File: src/rtl/ffra_arbiter.sv
// rtl/ffra_arbiter.sv - round-robin issue arbiter sharing one fixed-latency multiply-add pipeline
// Credit-based issue plus a latency-matched tag pipe so results land in a response FIFO without loss.
module ffra_arbiter #(
  parameter int BITS  = 32,
  parameter int NREQ  = 4,
  parameter int LAT   = 4,
  parameter int DEPTH = 8
) (
  input  logic                        clk,
  input  logic                        rst_n,
  input  logic [NREQ-1:0]             req_valid,
  output logic [NREQ-1:0]             req_ready,
  input  logic [NREQ*BITS-1:0]        req_a,
  input  logic [NREQ*BITS-1:0]        req_b,
  input  logic [NREQ*2*BITS-1:0]      req_ci,
  output logic [BITS-1:0]             mac_a,
  output logic [BITS-1:0]             mac_b,
  output logic [2*BITS-1:0]           mac_ci,
  input  logic [2*BITS-1:0]           mac_o,
  output logic                        rsp_valid,
  input  logic                        rsp_ready,
  output logic [2*BITS-1:0]           rsp_data,
  output logic [$clog2(NREQ)-1:0]     rsp_id,
  output logic                        busy
);

  localparam int IDW = $clog2(NREQ);
  localparam int AW  = $clog2(DEPTH);
  localparam int DW  = 2*BITS + IDW;

  logic [1:0]          r_rst_sync;
  logic                w_rst_n;
  logic [IDW-1:0]      r_ptr;
  logic [LAT-1:0]      r_tag_v;
  logic [IDW-1:0]      r_tag_id [LAT];
  logic [AW:0]         r_inflight;
  logic [AW:0]         r_count;
  logic [AW-1:0]       r_wptr;
  logic [AW-1:0]       r_rptr;
  logic [DW-1:0]       r_mem [DEPTH];

  logic [AW+1:0]       w_credit_sum;
  logic                w_can_issue;
  logic                w_grant_any;
  logic [IDW-1:0]      w_grant_id;
  logic [IDW-1:0]      w_idx;
  logic                w_push;
  logic                w_pop;
  logic [DW-1:0]       w_head;

  // Reset asserts immediately but releases two edges after rst_n rises.
  always_ff @(posedge clk or negedge rst_n) begin
    if (!rst_n) r_rst_sync <= 2'b00;
    else        r_rst_sync <= {r_rst_sync[0], 1'b1};
  end
  assign w_rst_n = r_rst_sync[1];

  // A pop only frees a credit once the count register has actually dropped.
  assign w_credit_sum = (AW+2)'(r_inflight) + (AW+2)'(r_count);
  assign w_can_issue  = w_credit_sum < (AW+2)'(DEPTH);

  always_comb begin
    w_grant_any = 1'b0;
    w_grant_id  = '0;
    w_idx       = '0;
    for (int i = 0; i < NREQ; i++) begin
      w_idx = IDW'((int'(r_ptr) + i) % NREQ);
      if (w_rst_n && w_can_issue && !w_grant_any && req_valid[w_idx]) begin
        w_grant_any = 1'b1;
        w_grant_id  = w_idx;
      end
    end
  end

  assign req_ready = w_grant_any ? (NREQ'(1) << w_grant_id) : '0;
  assign mac_a     = w_grant_any ? req_a[w_grant_id*BITS +: BITS] : '0;
  assign mac_b     = w_grant_any ? req_b[w_grant_id*BITS +: BITS] : '0;
  assign mac_ci    = w_grant_any ? req_ci[w_grant_id*2*BITS +: 2*BITS] : '0;

  assign w_push = r_tag_v[LAT-1];
  assign w_pop  = rsp_valid & rsp_ready;

  always_ff @(posedge clk or negedge w_rst_n) begin
    if (!w_rst_n) begin
      r_ptr      <= '0;
      r_tag_v    <= '0;
      r_inflight <= '0;
      r_count    <= '0;
      r_wptr     <= '0;
      r_rptr     <= '0;
      for (int i = 0; i < LAT; i++) r_tag_id[i] <= '0;
    end else begin
      if (w_grant_any)
        r_ptr <= (w_grant_id == IDW'(NREQ-1)) ? '0 : w_grant_id + IDW'(1);
      r_tag_v     <= {r_tag_v[LAT-2:0], w_grant_any};
      r_tag_id[0] <= w_grant_id;
      for (int i = 1; i < LAT; i++) r_tag_id[i] <= r_tag_id[i-1];
      case ({w_grant_any, w_push})
        2'b10:   r_inflight <= r_inflight + (AW+1)'(1);
        2'b01:   r_inflight <= r_inflight - (AW+1)'(1);
        default: r_inflight <= r_inflight;
      endcase
      case ({w_push, w_pop})
        2'b10:   r_count <= r_count + (AW+1)'(1);
        2'b01:   r_count <= r_count - (AW+1)'(1);
        default: r_count <= r_count;
      endcase
      if (w_push) r_wptr <= r_wptr + AW'(1);
      if (w_pop)  r_rptr <= r_rptr + AW'(1);
    end
  end

  // Payload storage needs no reset; the pointers and count define what is live.
  always_ff @(posedge clk) begin
    if (w_push) r_mem[r_wptr] <= {mac_o, r_tag_id[LAT-1]};
  end

  assign w_head    = r_mem[r_rptr];
  assign rsp_valid = (r_count != '0);
  assign rsp_data  = rsp_valid ? w_head[DW-1:IDW] : '0;
  assign rsp_id    = rsp_valid ? w_head[IDW-1:0] : '0;
  assign busy      = (r_inflight != '0) | rsp_valid;

  a_no_overflow: assert property (@(posedge clk) disable iff (!w_rst_n)
    !(w_push && (r_count == (AW+1)'(DEPTH))));

endmodule

File: config.mk
export PLATFORM = sky130hd
export DESIGN_NAME = ffra_arbiter
export DESIGN_NICKNAME = d
export VERILOG_FILES = /design/src/rtl/ffra_arbiter.sv
export SDC_FILE = /design/constraint.sdc
export NUM_CORES = 1
export LEC_CHECK = 0
export BUFFER_PORTS_ARGS = -buffer_cell sky130_fd_sc_hd__buf_2
export CORE_AREA = 2 2 306 308
export CTS_BUF_LIST = sky130_fd_sc_hd__clkbuf_2 sky130_fd_sc_hd__clkbuf_4 sky130_fd_sc_hd__clkbuf_8
export CTS_CLUSTER_DIAMETER = 200
export DETAILED_ROUTE_END_ITERATION = 7
export DIE_AREA = 0 0 308 310
export PLACE_DENSITY = 0.49
export SETUP_SLACK_MARGIN = 0.02
export SYNTH_ARGS = -nofsm -noshare
export SYNTH_HDL_FRONTEND = slang
export SYNTH_SLANG_ARGS = --single-unit
File: constraint.sdc
create_clock -name clk -period 6.1 [get_ports clk]
set_input_delay 0 -clock clk [delete_from_list [all_inputs] [get_ports clk]]
set_output_delay 0 -clock clk [all_outputs]
set_load 0.02 [all_outputs]
### After elaboration in Yosys (flattened, before gate mapping)

Memory sizes are Yosys's and may differ from the RTL's.
Index checks and enable logic that the tools add are counted.

* add/subtract/negate cells: 11
* $mul: 0
* div/mod/pow operators: 0
* magnitude comparators: 5
* equal/unequal tests: 5
* shifts and indexed selects: 4
* multiplexer cells: 27
* bitwise logic cells: 2
* reductions and logical operators: 15

Operators by type and width (count)
* 128-bit by 8-bit variable part select with 32-bit output: 2
* 256-bit by 9-bit variable part select with 64-bit output: 1
* 64-bit 2-to-1 mux: 2
* 32-bit 2-to-1 mux: 2
* 4-bit case mux with 2 select lines: 2
* 2-bit by 3-bit < comparator with 1-bit output (second input constant): 4
* 2-bit 2-to-1 mux: 6
* 1-bit 2-to-1 mux: 10
* 4-bit by 1-bit adder with 4-bit output (second input constant): 2
* 1-bit binary-select mux with 2-bit select: 4
* 1-bit logical AND: 8
* 4-bit nonzero test: 2
* 4-bit by 1-bit subtractor with 4-bit output (second input constant): 2
* 3-bit by 1-bit adder with 3-bit output (second input constant): 2
* 2-bit == test (second input constant): 3
* 4-bit by 4-bit adder with 5-bit output: 1
* 5-bit by 4-bit < comparator with 1-bit output (second input constant): 1
* 2-bit by 1-bit adder with 2-bit output (second input constant): 2
* 2-bit adder (second input constant): 2
* 2-bit by 1-bit == test with 1-bit output (second input constant): 2
* 4-bit 2-to-1 mux: 1
* 2-bit nonzero test: 2
* 1-bit by 2-bit << shifter with 4-bit output (first input constant): 1
* 1-bit logical NOT: 3
* other kinds (2): 2

* register bits: 30
* bits in latches: 0
* RAM bits: 528
* memory bits (read-only): 0
* output and inout bits: 200
* memories kept: 1

Memory list
* r_mem: words 8, bits a word 66, read ports 1, clocked after memory_dff 0, write ports 1, line 40 `logic [DW-1:0] r_mem [DEPTH];`

### Logic depth before layout (Yosys ltp)

Gate-level depths: netlist (run 1).

* depth after elaboration: 19
* gate-level depth with buffers: 12
* gate-level depth less buffers: 12

### Least setup slack after synthesis (run 1)

Ideal clock, no wire load.

* kind: register to register
* start point: register r_tag_v[3]
* end point: memory r_mem[2][0] in the netlist's numbering, enable pin
* library setup time: 0.571 ns
* arrival time: 5.075 ns
* data required time: 5.529 ns
* setup slack: 0.454 ns
* cell stages (with the launch flop): 3
* buffers on the path: 0
* clock period less this slack: 5.646 ns
* cells stage by stage: dfrtp_1 -> nand2_1 -> nor3_1

* cells in the longest elaborated chain, start to end: 2

RTL lines
* start, declared: line 34 `logic [LAT-1:0] r_tag_v;`
* start signal, assigned: line 95 `r_tag_v <= {r_tag_v[LAT-2:0], w_grant_any};`
* 1-bit 2-to-1 mux: line 115 `if (w_push) r_mem[r_wptr] <= {mac_o, r_tag_id[LAT-1]};`
* 1-bit 2-to-1 mux (implied by the code): line 115
* end, declared: line 40

No other way between the ends.

### Worst setup path in the final report (run 1)

* start point: register r_inflight[3]
* end point: output mac_ci[50]

* elaborated cells between the ends (all ways): 23
* classes of those cells: 1 x add/sub; 1 x order compare; 1 x shift; 9 x mux; 11 x reduce/logical

RTL lines
* start, declared: line 36 `logic [AW:0] r_inflight;`
* start signal, assigned: line 99 `2'b10: r_inflight <= r_inflight + (AW+1)'(1);`
* start signal, assigned: line 100 `2'b01: r_inflight <= r_inflight - (AW+1)'(1);`
* start signal, assigned: line 101 `default: r_inflight <= r_inflight;`
* 4-bit by 4-bit adder with 5-bit output (*): line 59 `assign w_credit_sum = (AW+2)'(r_inflight) + (AW+2)'(r_count);`
* 5-bit by 4-bit < comparator with 1-bit output (*): line 60 `assign w_can_issue = w_credit_sum < (AW+2)'(DEPTH);`
* 1-bit logical AND (*): line 68 `if (w_rst_n && w_can_issue && !w_grant_any && req_valid[w_idx]) begin`
* 1-bit logical AND: line 68
* 1-bit 2-to-1 mux: line 68
* 1-bit logical NOT: line 68
* 1-bit logical AND (2 in a row): line 68
* 1-bit 2-to-1 mux: line 68
* 1-bit logical NOT: line 68
* 1-bit logical AND (2 in a row): line 68
* 1-bit 2-to-1 mux: line 68
* 1-bit logical NOT: line 68
* 1-bit logical AND (2 in a row): line 68
* 1-bit 2-to-1 mux (*): line 68
* named net w_grant_any: line 44 `logic w_grant_any;`
* 64-bit 2-to-1 mux (*): line 78 `assign mac_ci = w_grant_any ? req_ci[w_grant_id*2*BITS +: 2*BITS] : '0;`
* end, declared: line 18 `output logic [2*BITS-1:0] mac_ci,`

The timed path passes the listed nets; every way through them passes the cells marked *.

==> results.sh, run 1 <==
export IMPL_status="complete, no violations"
export IMPL_cts_tree="yes"
export IMPL_cp_required_ps=6100
export IMPL_synthArstFlopShare=0.0538
export IMPL_critPathArrivalTime_ps=5030
export IMPL_swShare=0.396
export IMPL_skew_ps=21.3
export IMPL_post_cts_buffers=0
export IMPL_clkLatencyLatePin_ps=670
export IMPL_multi_input_area_sq_um=8050
export IMPL_drc=0
export IMPL_yosysWarnings=0
export IMPL_track_usage=0.245
export IMPL_syn_to_final_growth_pct=30.9
export IMPL_finalPower_uw=14200
export IMPL_wl_microns=120000
export IMPL_ys_seq_area_frac=0.657
export IMPL_clkPwrFrac=0.210
export IMPL_synthTopCellsByArea="edfxtp_1 (63%), mux2i_1 (13%), mux4_2 (12%)"
export IMPL_grt_pass1_wl_microns=156000
export IMPL_clock_path_buffers=3
export IMPL_antenna_found_initial=78
export IMPL_crit_fanout=124
export IMPL_relSlewSlack=0.0490
export IMPL_first_pass_iters=5
export IMPL_path_cells="ha_1, nor4b_1, o21ai_1, nor2_2, nand3b_1, buf_12, o22ai_1, buf_2"
export IMPL_grt_pass1_vias=18254
export IMPL_end_kind="output pin"
export IMPL_drv_cap=0
export IMPL_final_setup_viol_count=0
export IMPL_fin_cells=3610
export IMPL_wl_per_cell_microns=33.2
export IMPL_worst_setup_path_type="reg -> out"
export IMPL_fp_dieH_microns=310
export IMPL_synth_distinct_cells=37
export IMPL_netlist_area_sq_um=25300
export IMPL_gp_congestion=1.03
export IMPL_syn_avg_cell_area_sq_um=17.9
export IMPL_ios=783
export IMPL_p_int_uw=8590
export IMPL_max_stage_delay_ps=1190
export IMPL_dp_hpwl_microns=92400
export IMPL_synthCells=1411
export IMPL_fillers=9038
export IMPL_rsz0062_at_grt="no"
export IMPL_drt_iter0_drc=1235
export IMPL_fin_nets=2906
export IMPL_irDropWorstVdd_v=0.000328
export IMPL_start_kind="flip-flop"
export IMPL_seqCellArea_sq_um=16600
export IMPL_tightest_slew_ps=1430
export IMPL_ys_flop_type="edfxtp_1"
export IMPL_min_period_over_period=0.825
export IMPL_fin_setup_tns_ps=0
export IMPL_clock_root_buffer="clkbuf_8"
export IMPL_cts_sinks=558
export IMPL_num_rows=112
export IMPL_htree_levels=3
export IMPL_grt_max_degree=125
export IMPL_cts_resized=0
export IMPL_finalCriticalPeriod_ps=5030
export IMPL_start_util=0.273
export IMPL_clk_transition_reported_paths_ps=60
export IMPL_die_w_microns=308
export IMPL_postCtsHoldBufs=72
export IMPL_yosysTopAreaCellShare=0.627
export IMPL_cts_made_buffers=84
export IMPL_max_freq_mhz=199
export IMPL_leakage_uw=0.0124
export IMPL_power_switching_uw=5630
export IMPL_via_count=17637
export IMPL_ys_ff_latch=558
export IMPL_antenna_left=0
export IMPL_gr_total_overflow=0
export IMPL_synth_most_common_cell="edfxtp_1"
export IMPL_synth_top_area_cell="edfxtp_1"
export IMPL_hold_viol=0
export IMPL_slew_viol_final=0
export IMPL_netlist_top_cells_count="edfxtp_1 (528), mux2i_1 (323), mux4_2 (132)"
export IMPL_synth_enable_flop_cells=528
export IMPL_dieArea_sq_um=95500
export IMPL_avgViaCountPerCell=4.89
export IMPL_syn_nets=2010
export IMPL_core_sq_um=92500
export IMPL_cp_slowest_cell="o22ai_1"
export IMPL_seqPwrFrac=0.347
export IMPL_portBuffers=782
export IMPL_powerDensity_nw_per_um2=429
export IMPL_min_path_type="in -> reg"
export IMPL_dp_cells=3346
export IMPL_pwr_share_comb=0.443
export IMPL_drive_above_1_share=0.475
through the flow:
step                       util  area [sq um]  setup WS (ps)  hold WS, ps
after global routing      0.357         33000            865          112
after detailed placement  0.331         30600           1840         -211
after floorplan               -         25300            454         -296
final                     0.358         33100           1070          128
after CTS                 0.357         33000           1070         83.2
after global placement    0.331         30600           1800         -210
layout by cell type, fill, tap and decap left out, types with 2 or more instances in the layout:
cell           count
clkinvlp_4         3
buf_2            782
clkinv_1          27
clkinv_2           9
inv_2              3
xor2_1             8
nor4_1             2
nand2b_1           5
a21oi_1            5
dfrtp_4            3
inv_1              7
buf_4             52
clkbuf_4          21
diode_2           40
xnor2_1            5
mux2i_1          317
o22ai_1          128
ha_1              15
nor2_1            70
o21ai_0            6
nand3b_1           4
and2_1             6
edfxtp_1         528
nor3_2             2
bufinv_16          3
mux4_2           132
nand2_1            7
dfrtp_1           27
mux2_2             4
clkbuf_8          88
buf_12             7
dlygate4sd3_1     72
nor2b_1            2
nor2_4             6
mux2i_2            6
worst paths after layout:
kind / cells after the start / to / slack (ps) / startpoint
worst max register to register: 12 / r_inflight[2] / 2840 / r_inflight[3]
max in group asynchronous: 1 / r_rptr[2] / 5530 / r_rst_sync[1]
worst max-delay path: 8 / mac_ci[50] / 1070 / r_inflight[3]
worst min register to register: 1 / r_rptr[1] / 260 / r_rst_sync[1]
worst min-delay path: 2 / r_mem[4][25] / 130 / mac_o[23]
min in group asynchronous: 3 / r_rst_sync[0] / 260 / rst_n
cell families after synthesis:
logic type | after synthesis | share of synthesized area
AND/OR/NAND/NOR | 107 | 0.0185
adder cells (fa/ha/maj) | 16 | 0.00822
XOR/XNOR | 13 | 0.00450
other | 1 | 0.000148
flip-flops | 558 | 0.657
AO/OA/AOI/OAI | 144 | 0.0354
multiplexers | 459 | 0.247
buffers and inverters | 113 | 0.0292
critical path, delay by kind of cell, from the launching register on:
family | cells | cell delay [ps]
flip-flops | 1 | 420
AND/OR/NAND/NOR | 3 | 1320
adder cells (fa/ha/maj) | 1 | 320
AO/OA/AOI/OAI | 2 | 1420
buffers and inverters | 2 | 710
per-layer routing:
| layer | track usage | share of wire |
|---|---|---|
| met5 | 0.00961 | 0.0020 |
| met1 | 0.269 | 0.35 |
| met3 | 0.0673 | 0.081 |
| met2 | 0.435 | 0.52 |
| met4 | 0.123 | 0.052 |
power groups by stage:
stage	registers [uW]	logic (uW)	clock network, uW
2_1_floorplan	4730	4210	0
3_3_place_gp	5010	6330	0
3_5_place_dp	5030	6350	0
4_1_cts	4950	6410	3100
5_1_grt	4990	6690	3250
6_report	4930	6300	2990
final cells by class:
cell class | instances | share of cell area
Sequential cell | 558 | 0.502
Multi-Input combinational cell | 740 | 0.243
Timing Repair Buffer | 913 | 0.156
Tap cell | 1197 | 0.0452
Clock buffer | 109 | 0.0414
Clock inverter | 43 | 0.00816
Antenna cell | 40 | 0.00302
Inverter | 10 | 0.00113
flip-flops by register name, indices dropped and copies added (netlist names):
name	count
r_count	4
r_inflight	4
r_mem	528
r_ptr	2
r_rptr	3
r_rst_sync	2
r_tag_id	8
r_tag_v	4
r_wptr	3
Power figures use the tool's default switching activity.
==> run 2, diff against run 1 <==
==> constraint.sdc (replaced) <==
create_clock -name clk -period 5.1 [get_ports clk]
set_input_delay 0 -clock clk [delete_from_list [all_inputs] [get_ports clk]]
set_output_delay 0 -clock clk [all_outputs]
set_load 0.02 [all_outputs]
==> run 2 against run 1 <==
  * Via count is 0.28% lower
  * Sequential share of layout area is 0.074 points lower
  * Combinational power is 21% higher
  * Clock power is 34% higher
  * Die area stayed put
  * Utilization is 0.053 points higher
  * Final area is 0.15% higher
  * Routed wire length is 2.9% lower
  * Global-route usage is 0.86 points lower
  * Non-clock buffer count is 14 lower
  * Sequential power is 18% higher
  * Total power is 23% higher
  * Largest cell class unchanged
  * Largest power group unchanged
==> results.sh, run 2 (same netlist as run 1, synthesis figures left out) <==
export IMPL_layout_cells_most_common="buf_2"
export IMPL_grt_most_used_layer="met2"
export IMPL_antenna_left=0
export IMPL_use_met3=0.0552
export IMPL_cp_required_ps=5100
export IMPL_via_count=17587
export IMPL_tightest_slew_ps=1100
export IMPL_gr_total_overflow=0
export IMPL_cts_tree="yes"
export IMPL_drt_iter0_drc=1332
export IMPL_first_pass_iters=5
export IMPL_core_sq_um=92500
export IMPL_min_path_type="in -> reg"
export IMPL_drv_cap=0
export IMPL_drive_above_1_share=0.475
export IMPL_fp_dieH_microns=310
export IMPL_largest_reg_flops=528
export IMPL_post_cts_buffers=0
export IMPL_clkLatencyLatePin_ps=670
export IMPL_finalCriticalPeriod_ps=4780
export IMPL_grt_max_degree=86
export IMPL_grt_util_met1=0.261
export IMPL_irDropWorstVdd_v=0.000392
export IMPL_fillers=9085
export IMPL_start_util=0.273
export IMPL_min_period_over_period=0.938
export IMPL_drc=0
export IMPL_wl_microns=116000
export IMPL_worst_setup_path_type="reg -> out"
export IMPL_top_register="r_mem"
export IMPL_avgViaCountPerCell=4.90
export IMPL_clock_path_buffers=3
export IMPL_dp_hpwl_microns=89200
export IMPL_portBuffers=782
export IMPL_hold_viol=0
export IMPL_syn_to_final_growth_pct=31.1
export IMPL_cts_resized=0
export IMPL_clock_root_buffer="clkbuf_8"
export IMPL_gp_congestion=1.04
export IMPL_die_w_microns=308
export IMPL_ios=783
export IMPL_dieArea_sq_um=95500
export IMPL_leakage_uw=0.0124
export IMPL_start_kind="flip-flop"
export IMPL_reg_top3="r_mem (528), r_tag_id (8)"
export IMPL_wl_per_cell_microns=32.4
export IMPL_cts_sinks=558
export IMPL_fin_cells=3590
export IMPL_num_rows=112
export IMPL_fin_nets=2897
export IMPL_holdWs_ps=139
export IMPL_powerDensity_nw_per_um2=526
export IMPL_grtUsageMet2=0.430
export IMPL_track_usage=0.237
export IMPL_antenna_found_initial=60
export IMPL_skew_ps=14.7
export IMPL_multi_input_area_sq_um=8040
export IMPL_rsz0062_at_grt="no"
export IMPL_grt_pass1_wl_microns=152000
export IMPL_critPathArrivalTime_ps=4780
export IMPL_crit_fanout=64
export IMPL_fin_area_sq_um=33200
export IMPL_dp_cells=3333
export IMPL_fin_setup_tns_ps=0
export IMPL_status="complete, no violations"
export IMPL_end_kind="output pin"
export IMPL_grt_pass1_vias=18313
export IMPL_seqCellArea_sq_um=16600
export IMPL_slew_viol_final=0
export IMPL_cts_made_buffers=89
export IMPL_relSlewSlack=0.264
export IMPL_max_freq_mhz=209
export IMPL_htree_levels=3
export IMPL_layout_common_cells="buf_2 (782), edfxtp_1 (528), mux2i_1 (323), mux4_2 (132), o22ai_1 (128)"
export IMPL_clk_transition_reported_paths_ps=70
export IMPL_final_setup_viol_count=0
export IMPL_dpl_cell_area_sq_um=30500
run 2: changes by cell type in the layout (fill, tap and decap cells not counted), moves of 2 or more:
| cell | previous run | this run |
|---|---|---|
| clkbuf_8 | 88 | 92 |
| buf_4 | 52 | 40 |
| inv_6 | 0 | 2 |
| diode_2 | 40 | 22 |
| mux2i_2 | 6 | 0 |
| clkinv_1 | 27 | 19 |
| clkinv_2 | 9 | 16 |
| nor3_2 | 2 | 0 |
| nor3_4 | 0 | 2 |
| clkbuf_4 | 21 | 23 |
| mux2i_1 | 317 | 323 |
| bufinv_16 | 3 | 7 |
run 2: worst paths after layout:
| path | slack [ps] | to | from | depth (start not counted) |
|---|---|---|---|---|
| worst max-delay path | 320 | mac_ci[23] | r_inflight[3] | 10 |
| worst min-delay path | 140 | r_mem[1][52] | mac_o[50] | 2 |
| worst max register to register | 1670 | r_ptr[1] | r_inflight[3] | 9 |
| worst min register to register | 250 | r_count[1] | r_rst_sync[1] | 1 |
| max in group asynchronous | 4540 | r_rptr[1] | r_rst_sync[1] | 1 |
| min in group asynchronous | 240 | r_rst_sync[0] | rst_n | 3 |
run 2: through the flow:
step                      worst slack (ps)  power [uW]  utilization
after floorplan                       1220       10700            -
after global placement                1230       13600        0.330
after detailed placement              1270       13600        0.330
after CTS                              255       17700        0.358
after global routing                   186       18300        0.358
final                                  318       17400        0.358
run 2: final cells by class:
cell class / instances / share of cell area
clock buffers: 115 / 0.0434
flip-flops and latches: 558 / 0.501
well taps: 1197 / 0.0452
repair buffers: 899 / 0.152
inverters: 10 / 0.00113
clock inverters: 49 / 0.0128
diodes: 22 / 0.00166
multi-input cells: 740 / 0.242
run 2: worst max-delay path, stage by stage (launching register included):
cell,delay [ps]
dfrtp_1,410
ha_1,300
nor4b_1,340
o21ai_1,240
a2111oi_4,360
dlygate4sd3_1,620
buf_4,180
buf_12,320
mux2i_1,190
o22ai_1,670
buf_2,310
run 2: power by group:
group | switching (uW) | total (uW) | internal, uW
Sequential | 406 | 5830 | 5420
Clock | 1780 | 4000 | 2220
Combinational | 4690 | 7610 | 2920
Total | 6880 | 17400 | 10600
run 2: repair_timing:
| action | in CTS | in global routing |
|---|---|---|
| hold buffers | 71 | 0 |
| hold endpoints to repair | 523 | 0 |
| setup endpoints to repair | 0 | 0 |
run 2: layer usage:
| metal | share of wire | up-vias |
|---|---|---|
| li1 | - | 7583 |
| met1 | 0.36 | 9067 |
| met2 | 0.53 | 707 |
| met4 | 0.049 | 10 |
| met3 | 0.067 | 220 |
| met5 | 0.0015 | - |
==> run 3, diff against run 2 <==
--- a/config.mk
+++ b/config.mk
@@ -7,7 +7,6 @@
 export LEC_CHECK = 0
 export BUFFER_PORTS_ARGS = -buffer_cell sky130_fd_sc_hd__buf_2
 export CORE_AREA = 2 2 306 308
-export CTS_BUF_LIST = sky130_fd_sc_hd__clkbuf_2 sky130_fd_sc_hd__clkbuf_4 sky130_fd_sc_hd__clkbuf_8
 export CTS_CLUSTER_DIAMETER = 200
 export DETAILED_ROUTE_END_ITERATION = 7
 export DIE_AREA = 0 0 308 310
==> run 3 against run 2 <==
  * Clock power shrank 5.3%
  * First-iteration DRC count shrank 9.5%
  * Worst setup slack gained 300 ps
  * Clock skew grew 1.2 ps
  * Critical endpoint unchanged
  * Routed wire length shrank 0.94%
  * Flip-flop and latch count is the same
  * Utilization shrank 0.24 points
  * Critical path depth shrank 1
  * Combinational power is essentially flat
  * Global-route usage shrank 0.24 points
  * Final area shrank 0.67%
  * Total power shrank 1.4%
==> results.sh, run 3 (same netlist as run 1, synthesis figures left out) <==
export IMPL_status="complete, no violations"
export IMPL_skew_ps=16.0
export IMPL_gr_total_overflow=0
export IMPL_irDropWorstVdd_v=0.000496
export IMPL_via_count=17289
export IMPL_dieArea_sq_um=95500
export IMPL_drt_iter0_drc=1205
export IMPL_drc=0
export IMPL_grt_pass1_vias=17881
export IMPL_syn_to_final_growth_pct=30.3
export IMPL_ios=783
export IMPL_cp_required_ps=5100
export IMPL_finalPower_uw=17200
export IMPL_clk_transition_reported_paths_ps=60
export IMPL_clock_path_buffers=3
export IMPL_final_setup_viol_count=0
export IMPL_fin_setup_tns_ps=0
export IMPL_wl_per_cell_microns=32.6
export IMPL_slew_viol_final=0
export IMPL_grt_max_degree=86
export IMPL_avgViaCountPerCell=4.90
export IMPL_dp_cells=3333
export IMPL_critPathArrivalTime_ps=4480
export IMPL_grt_pass1_wl_microns=151000
export IMPL_min_path_type="in -> reg"
export IMPL_fp_dieH_microns=310
export IMPL_end_kind="output pin"
export IMPL_dpl_cell_area_sq_um=30500
export IMPL_cts_resized=0
export IMPL_reg_top3="r_mem (528), r_tag_id (8)"
export IMPL_post_cts_buffers=0
export IMPL_crit_fanout=67
export IMPL_fin_cells=3528
export IMPL_drive_above_1_share=0.454
export IMPL_wl_microns=115000
export IMPL_core_sq_um=92500
export IMPL_min_period_over_period=0.878
export IMPL_layout_cells_most_common="buf_2"
export IMPL_track_usage=0.234
export IMPL_htree_levels=2
export IMPL_die_w_microns=308
export IMPL_rsz0062_at_grt="no"
export IMPL_first_pass_iters=6
export IMPL_top_register="r_mem"
export IMPL_hold_viol=0
export IMPL_antenna_left=0
export IMPL_dp_hpwl_microns=89200
export IMPL_cts_made_buffers=55
export IMPL_pwr_share_comb=0.441
export IMPL_num_rows=112
export IMPL_seqPwrFrac=0.339
export IMPL_worst_setup_path_type="reg -> out"
export IMPL_drv_cap=0
export IMPL_cts_sinks=558
export IMPL_antenna_found_initial=62
export IMPL_clkLatencyLatePin_ps=590
export IMPL_fin_area_sq_um=32900
export IMPL_powerDensity_nw_per_um2=522
export IMPL_power_switching_uw=6720
export IMPL_hold_depth=3
export IMPL_finalCriticalPeriod_ps=4480
export IMPL_swShare=0.391
export IMPL_start_util=0.273
export IMPL_clock_root_buffer="clkbuf_16"
export IMPL_seqCellArea_sq_um=16600
export IMPL_fin_nets=2861
export IMPL_reg2regPathDepth=12
export IMPL_worst_r2r_setup_slack_ps=1930
export IMPL_tightest_slew_ps=1140
export IMPL_cts_tree="yes"
export IMPL_start_kind="flip-flop"
export IMPL_relSlewSlack=0.241
export IMPL_fillers=9073
export IMPL_p_int_uw=10500
export IMPL_multi_input_area_sq_um=8040
export IMPL_max_freq_mhz=223
export IMPL_gp_congestion=1.04
export IMPL_postCtsHoldBufs=69
export IMPL_clkPwrFrac=0.220
export IMPL_largest_reg_flops=528
export IMPL_leakage_uw=0.0122
export IMPL_layout_common_cells="buf_2 (782), edfxtp_1 (528), mux2i_1 (323), mux4_2 (132), o22ai_1 (128)"
export IMPL_portBuffers=782
-- run 3: area by class of cell --
| cell class | count | share of cell area |
|---|---|---|
| antenna | 26 | 0.00198 |
| inverter | 10 | 0.00114 |
| tap | 1197 | 0.0455 |
| clock buffer | 72 | 0.0437 |
| multi-input combinational | 740 | 0.244 |
| timing repair buffer | 897 | 0.153 |
| sequential | 558 | 0.505 |
| clock inverter | 28 | 0.00642 |
-- run 3: worst max-delay path: stages, from the launching register on --
cell      delay, ps
dfrtp_1         420
ha_1            290
nor4b_1         330
o21ai_1         240
nor2_2          450
nand3b_1        140
buf_4           340
buf_4           430
o22ai_1         810
buf_2           310
-- run 3: worst paths after layout --
| check | from | end |
|---|---|---|
| max | r_count[3] | mac_ci[23] |
| min | req_valid[3] | r_tag_v[0] |
| max reg2reg | r_count[3] | r_inflight[2] |
| min reg2reg | r_rst_sync[1] | r_inflight[1] |
| max in group asynchronous | r_rst_sync[1] | r_rptr[2] |
| min in group asynchronous | r_rst_sync[1] | r_inflight[1] |
-- run 3: power groups by stage --
stage	Sequential [uW]	Combinational, uW	Clock [uW]
2_1_floorplan	5650	5040	0
3_5_place_dp	5930	7690	0
6_report	5830	7580	3790
4_1_cts	5840	7770	3900
5_1_grt	5870	8090	4050
3_3_place_gp	5910	7660	0
-- run 3: layer usage --
metal,vias to the layer above,routed length [microns],global-route usage
li1,7497,-,-
met1,8925,41500,0.261
met2,653,60300,0.428
met3,204,7450,0.0554
met4,10,5660,0.0945
met5,-,176,0.00961
-- run 3: metrics by stage --
step,worst slack [ps],hold slack [ps],utilization
final,623,90.5,0.356
after detailed placement,1270,-213,0.330
after global placement,1230,-212,0.330
after CTS,600,41.0,0.355
after global routing,439,92.3,0.356
after floorplan,1220,-296,-
